`src/rtl/sdp_ew_operand_unpack.sv`:
```
`default_nettype none
// ============================================================================
//  Module   : sdp_ew_operand_unpack
//  Purpose  : Unpacks 64-bit EW read-DMA beats into per-element ALU and MUL
//             operand streams. Supports ALU-only, MUL-only and interleaved
//             ALU+MUL layouts. The two streams handshake independently.
//             Elements are counted per layer, padding past the layer end is
//             dropped, and layer_done pulses once per layer.
//  Revision : 1.0  initial release
// ============================================================================
module sdp_ew_operand_unpack #(
   parameter int ELEM_W = 16
) (
   input  logic                nvdla_core_clk,
   input  logic                nvdla_core_rstn,
   input  logic                op_en_load,
   input  logic                reg2dp_ew_alu_bypass,
   input  logic                reg2dp_ew_alu_src,
   input  logic                reg2dp_ew_mul_bypass,
   input  logic                reg2dp_ew_mul_src,
   input  logic [31:0]         reg2dp_ew_elem_num,
   input  logic [4*ELEM_W-1:0] dma_rd_pd,
   input  logic                dma_rd_pvld,
   output logic                dma_rd_prdy,
   output logic [ELEM_W-1:0]   ew_alu_in_data,
   output logic                ew_alu_in_vld,
   input  logic                ew_alu_in_rdy,
   output logic [ELEM_W-1:0]   ew_mul_in_data,
   output logic                ew_mul_in_vld,
   input  logic                ew_mul_in_rdy,
   output logic                layer_done
);

   localparam int BEAT_W = 4 * ELEM_W;

   // Captured configuration
   logic              cfg_alu_bypass;
   logic              cfg_alu_src;
   logic              cfg_mul_bypass;
   logic              cfg_mul_src;
   logic [31:0]       cfg_elem_num;

   // Beat / slot state
   logic [BEAT_W-1:0] beat_q;
   logic              beat_vld;
   logic [1:0]        slot_ptr;
   logic              alu_done;
   logic              mul_done;
   logic [31:0]       elem_cnt;

   // Derived control
   logic              alu_en;
   logic              mul_en;
   logic              both_en;
   logic              any_en;
   logic              alu_hs;
   logic              mul_hs;
   logic              alu_ok;
   logic              mul_ok;
   logic              slot_cmp;
   logic              last_slot;
   logic              layer_end;
   logic              beat_rel;
   logic              beat_acc;

   assign alu_en  = cfg_alu_src & ~cfg_alu_bypass;
   assign mul_en  = cfg_mul_src & ~cfg_mul_bypass;
   assign both_en = alu_en & mul_en;
   assign any_en  = alu_en | mul_en;

   // A stream's vld drops once it has taken its element of the current slot
   assign ew_alu_in_vld = beat_vld & alu_en & ~alu_done;
   assign ew_mul_in_vld = beat_vld & mul_en & ~mul_done;

   assign alu_hs = ew_alu_in_vld & ew_alu_in_rdy;
   assign mul_hs = ew_mul_in_vld & ew_mul_in_rdy;

   // A stream is satisfied for this slot if disabled, already taken, or taking now
   assign alu_ok = ~alu_en | alu_done | alu_hs;
   assign mul_ok = ~mul_en | mul_done | mul_hs;

   assign slot_cmp  = beat_vld & any_en & alu_ok & mul_ok;
   assign last_slot = both_en ? (slot_ptr == 2'd1) : (slot_ptr == 2'd3);
   assign layer_end = slot_cmp & (elem_cnt == cfg_elem_num);
   assign beat_rel  = slot_cmp & (last_slot | layer_end);

   // Accept a new beat when empty or when the held beat retires this cycle
   assign dma_rd_prdy = any_en & (~beat_vld | beat_rel);
   assign beat_acc    = dma_rd_prdy & dma_rd_pvld;

   // Select the element fields of the current slot for each stream
   always_comb begin
      ew_alu_in_data = '0;
      ew_mul_in_data = '0;
      if (both_en) begin
         if (slot_ptr[0]) begin
            ew_alu_in_data = beat_q[2*ELEM_W +: ELEM_W];
            ew_mul_in_data = beat_q[3*ELEM_W +: ELEM_W];
         end else begin
            ew_alu_in_data = beat_q[0 +: ELEM_W];
            ew_mul_in_data = beat_q[ELEM_W +: ELEM_W];
         end
      end else begin
         case (slot_ptr)
            2'd0:    ew_alu_in_data = beat_q[0 +: ELEM_W];
            2'd1:    ew_alu_in_data = beat_q[ELEM_W +: ELEM_W];
            2'd2:    ew_alu_in_data = beat_q[2*ELEM_W +: ELEM_W];
            default: ew_alu_in_data = beat_q[3*ELEM_W +: ELEM_W];
         endcase
         ew_mul_in_data = ew_alu_in_data;
      end
   end

   // Configuration capture on layer load
   always_ff @(posedge nvdla_core_clk or negedge nvdla_core_rstn) begin
      if (!nvdla_core_rstn) begin
         cfg_alu_bypass <= 1'b0;
         cfg_alu_src    <= 1'b0;
         cfg_mul_bypass <= 1'b0;
         cfg_mul_src    <= 1'b0;
         cfg_elem_num   <= '0;
      end else if (op_en_load) begin
         cfg_alu_bypass <= reg2dp_ew_alu_bypass;
         cfg_alu_src    <= reg2dp_ew_alu_src;
         cfg_mul_bypass <= reg2dp_ew_mul_bypass;
         cfg_mul_src    <= reg2dp_ew_mul_src;
         cfg_elem_num   <= reg2dp_ew_elem_num;
      end
   end

   // Beat holding register: load on accept, empty when the beat retires
   always_ff @(posedge nvdla_core_clk or negedge nvdla_core_rstn) begin
      if (!nvdla_core_rstn) begin
         beat_q   <= '0;
         beat_vld <= 1'b0;
      end else if (beat_acc) begin
         beat_q   <= dma_rd_pd;
         beat_vld <= 1'b1;
      end else if (beat_rel) begin
         beat_vld <= 1'b0;
      end
   end

   // Slot pointer, per-stream done bits and per-layer element counter
   always_ff @(posedge nvdla_core_clk or negedge nvdla_core_rstn) begin
      if (!nvdla_core_rstn) begin
         slot_ptr <= 2'd0;
         alu_done <= 1'b0;
         mul_done <= 1'b0;
         elem_cnt <= '0;
      end else if (op_en_load) begin
         slot_ptr <= 2'd0;
         alu_done <= 1'b0;
         mul_done <= 1'b0;
         elem_cnt <= '0;
      end else begin
         if (slot_cmp) begin
            alu_done <= 1'b0;
            mul_done <= 1'b0;
         end else begin
            if (alu_hs) alu_done <= 1'b1;
            if (mul_hs) mul_done <= 1'b1;
         end

         if (layer_end)     elem_cnt <= '0;
         else if (slot_cmp) elem_cnt <= elem_cnt + 32'd1;

         if (beat_acc || beat_rel) slot_ptr <= 2'd0;
         else if (slot_cmp)        slot_ptr <= slot_ptr + 2'd1;
      end
   end

   // Layer completion pulse, one cycle after the final element retires
   always_ff @(posedge nvdla_core_clk or negedge nvdla_core_rstn) begin
      if (!nvdla_core_rstn) layer_done <= 1'b0;
      else                  layer_done <= layer_end & ~op_en_load;
   end

endmodule
`default_nettype wire

```
`config.mk`:
```
export PLATFORM = sky130hd
export DESIGN_NAME = sdp_ew_operand_unpack
export DESIGN_NICKNAME = d
export VERILOG_FILES = /design/src/rtl/sdp_ew_operand_unpack.sv
export SDC_FILE = /design/constraint.sdc
export NUM_CORES = 1
export LEC_CHECK = 0
export BUFFER_PORTS_ARGS = -buffer_cell sky130_fd_sc_hd__buf_2
export CAP_MARGIN = 10
export CORE_UTILIZATION = 35
export CTS_CLUSTER_SIZE = 40
export DETAILED_ROUTE_END_ITERATION = 8
export GPL_TIMING_DRIVEN = 0
export HOLD_SLACK_MARGIN = 0.05
export PLACE_DENSITY_LB_ADDON = 0.25
export SYNTH_ARGS = -nofsm -noshare
export SYNTH_HDL_FRONTEND = slang
export SYNTH_SLANG_ARGS = --single-unit
```
`constraint.sdc`:
```
create_clock -name nvdla_core_clk -period 2.6 [get_ports nvdla_core_clk]
set_input_delay 0.52 -clock nvdla_core_clk [delete_from_list [all_inputs] [get_ports nvdla_core_clk]]
set_output_delay 0.52 -clock nvdla_core_clk [all_outputs]
set_load 0.01 [all_outputs]
```
==> results.md <==
* Share of cells above drive strength 1 at 41.6%
* Maximum vdd ir drop at 0.437 mV
* Met3 WL at 1120 um
* Area grow syn2layout at 27.4%
* Top post-synthesis cells by area: dfrtp_1, mux2_4, mux2i_1, mux2_2, xnor2_1
* Post-synthesis xor/xnor area fraction at 7.26%
* Largest net degree at the start of global routing at 74
* Mapped Area at 0.00736 mm2
* Area occupied by registers at 0.00346 mm2
* Slew Limit Fails at 0
* Worst path max stage delay at 370 ps
* Worst-Margin Slew at 910 ps
* Main combinational cell family by area after synthesis: multiplexers
* M1 WL at 8540 um
* Non-Filler Instances at 1,070
* Starting DRT DRC Count at 331
* Yosys top cell by area: dfrtp_1
* Area fraction in and, or, nand and nor cells after synthesis at 9.89%
* Inserted Clock Buffers at 17
* Sink Count at 138
* TritonCTS clock tree: built
* Fin crit share at 106%
* Static leakage at 4.11 nW
* Syn Nets at 731
* Required @ worst endpoint at 2080 ps
* GR Overflow Total at 0
* Yosys warning count at 0
* Critical path's slowest cell: dfrtp_1
* Io pins at 142
* Initial antenna violation count at 0
* Starting Density at 36.0%
* Die X at 147 um
* Worst Path Max Fanout at 6
* Area of the multi-input gates at 0.00378 mm2
* Fin crit period at 2760 ps
* Routed len/inst at 18.1 um
* Number of remaining DRC errors at 0
* H-tree Lvls at 4
* Register bit total from synthesis at 138
* Area fraction in compound gates after synthesis at 6.13%
* Antenna viol nets, final at 0
* Fin util at 45.9%
* Crit path kind: reg2out
* Synth Instances at 619
* Status: complete, but fails checks
* Slew Limit Headroom at 39.3%
* Critical Path Start Type: register
* Via count at 5,390
* Worst Path Buf+Inv at 4
* Cells along the critical path: buf_8, clkinvlp_4, ha_4, clkbuf_16, a222oi_1, mux2i_1, nor2_1, a21oi_1, buf_2
* Fin worst setup slack at -165 ps
* CTS Hold Bufs at 0
* DR vias/cell at 5.04
* Adder-Cell Fraction of Synth Area at 1.02%
* Worst reg2reg startpoint: cfg_mul_bypass
* Clock slew at reported path FFs at 60 ps
* Async SR Flop Fraction at 100%
* Crit path max-delay family: buffers and inverters
* FMAX at 362 MHz
* Core Area at 0.0204 mm2
* Crit. Startpoint: slot_ptr[0]
* Die height at 147 um
* Placed Cells at 1,031
* Final nets at 899
* Global-route usage over all layers at 19.0%
* Mean area per synthesized cell at 11.9 um2
* CP Capture Type: output port
* Die area at 0.0216 mm2
* Pre-Repair DR Iteration Count at 5
* Clock buffer depth at 2
* RSZ-0062 raised after global routing: true
* Clk root buf: clkbuf_16
* Count of cell types in the netlist at 41
* Fin. Hold Viols at 0
* Post-synthesis sequential area ratio at 46.9%
* Met2 wire length at 9430 um
* RePlAce Congestion at 0.786
* Clock insertion delay at the later pin of the skew report at 430 ps
* Top-area cell type share of the netlist area at 46.9%
* DR top layer: met4
* Post-synthesis mux area share at 25.0%
* Max_cap viols at 0
* Fillers at 1,903
* Hpwl dp at 13,700 um
* Antenna Cells at 0
* Pwr/cell area at 884 mW/mm2
* First-pass GRT wire length at 31,300 um
* Crit path DAT at 2240 ps
* WL final at 19,400 um
* Number of port buffers at 141
* Rows at 52
* Worst-case clock skew at 14.7 ps
* Failing checks: setup timing
* Final setup viols at 33
* Top_reg_cell synth: dfrtp_1
* Vias in the first global route at 5,529
* HP Class: in2async
* Number of enable flip-flop cells after synthesis at 0
registers in the layout, indices dropped and copies added (netlist names), 2 cells and up:
register      count
beat_q           64
cfg_elem_num     32
elem_cnt         32
slot_ptr          2
final timing paths:
path                                            to  slack [ps]  depth (start not counted)
worst max-delay path            ew_alu_in_data[14]        -160                          9
worst min-delay path                    beat_q[49]          70                          1
worst max register to register         elem_cnt[2]         190                          7
worst min register to register     cfg_elem_num[1]         530                          1
min in group nvdla_core_clk             beat_q[44]         320                          2
max in group asynchronous             elem_cnt[28]        1720                          2
placed cells by master (no fill, tap or decap), types with 20 or more instances in the layout:
cell     instances
a21oi_1         33
buf_2          140
dfrtp_1        134
inv_1           20
mux2_2          40
mux2_4          60
mux2i_1         49
nand4_1         24
nor2_1          54
xnor2_1         37
worst register-to-register path: stages, from the launching register on:
cell	delay (ps)
dfrtp_1	410
nand2b_2	290
a21o_1	240
nor4_1	290
a31o_2	190
clkbuf_1	260
clkbuf_1	480
nor2_1	120
metal layers:
layer | vias up | global-route usage (%)
li1 | 2562 | -
met1 | 2623 | 25.1
met2 | 183 | 31.0
met3 | 22 | 3.85
met4 | 0 | 6.39
met5 | - | 0
stage by stage:
stage               setup TNS (ps)  cell area [um2]  power (W)  hold WS, ps  setup WS (ps)
CTS                          -4310             9310    0.00832         97.3           -190
finish                       -3300             9380    0.00830         72.4           -165
floorplan                        0             7360    0.00483          224            228
detailed placement          -29000             8440    0.00566          516           -529
global route                 -7310             9380    0.00875          131           -298
global placement           -180170             8410    0.00563          503          -1110
synth_stat cells (7+ instances only):
library cell    n
a21oi_1        39
a222oi_1       16
and3_1          7
clkbuf_1       25
dfrtp_1       138
inv_1          21
mux2_2         40
mux2_4         60
mux2i_1        49
nand2_1        11
nand3_1        13
nand4_1        24
nor2_1         57
xnor2_1        42
xor2_1         19
area by class of cell:
type	instances	share of cell area [%]
well taps	270	3.60
repair buffers	153	9.05
flip-flops and latches	138	36.9
plain buffers	31	2.88
clock inverters	13	1.80
clock buffers	19	4.61
multi-input cells	425	40.3
inverters	21	0.880
power by group:
| group | switching, W | leakage, nW | total, W | internal (W) |
|---|---|---|---|---|
| Clock | 0.000982 | 0.292 | 0.00250 | 0.00152 |
| Combinational | 0.00115 | 2.09 | 0.00262 | 0.00147 |
| Sequential | 0.000477 | 1.73 | 0.00318 | 0.00271 |
| Total | 0.00261 | 4.11 | 0.00830 | 0.00569 |
cells by family (layout without fill, tap and decap cells):
| logic type | Yosys count | count (layout) |
|---|---|---|
| xor+xnor | 61 | 61 |
| compound gates | 66 | 66 |
| flops | 138 | 138 |
| simple gates | 143 | 143 |
| fa+ha+maj | 6 | 6 |
| buf+inv | 56 | 237 |
| mux | 149 | 149 |
repair_timing:
| item | in CTS | in global routing |
|---|---|---|
| pin swaps | 16 | 11 |
| setup endpoints to repair | 97 | 39 |
| cloned | 0 | 2 |
| gates resized for setup | 50 | 17 |
| setup buffers | 9 | 0 |
No activity file was read; power rests on OpenSTA's default activity.
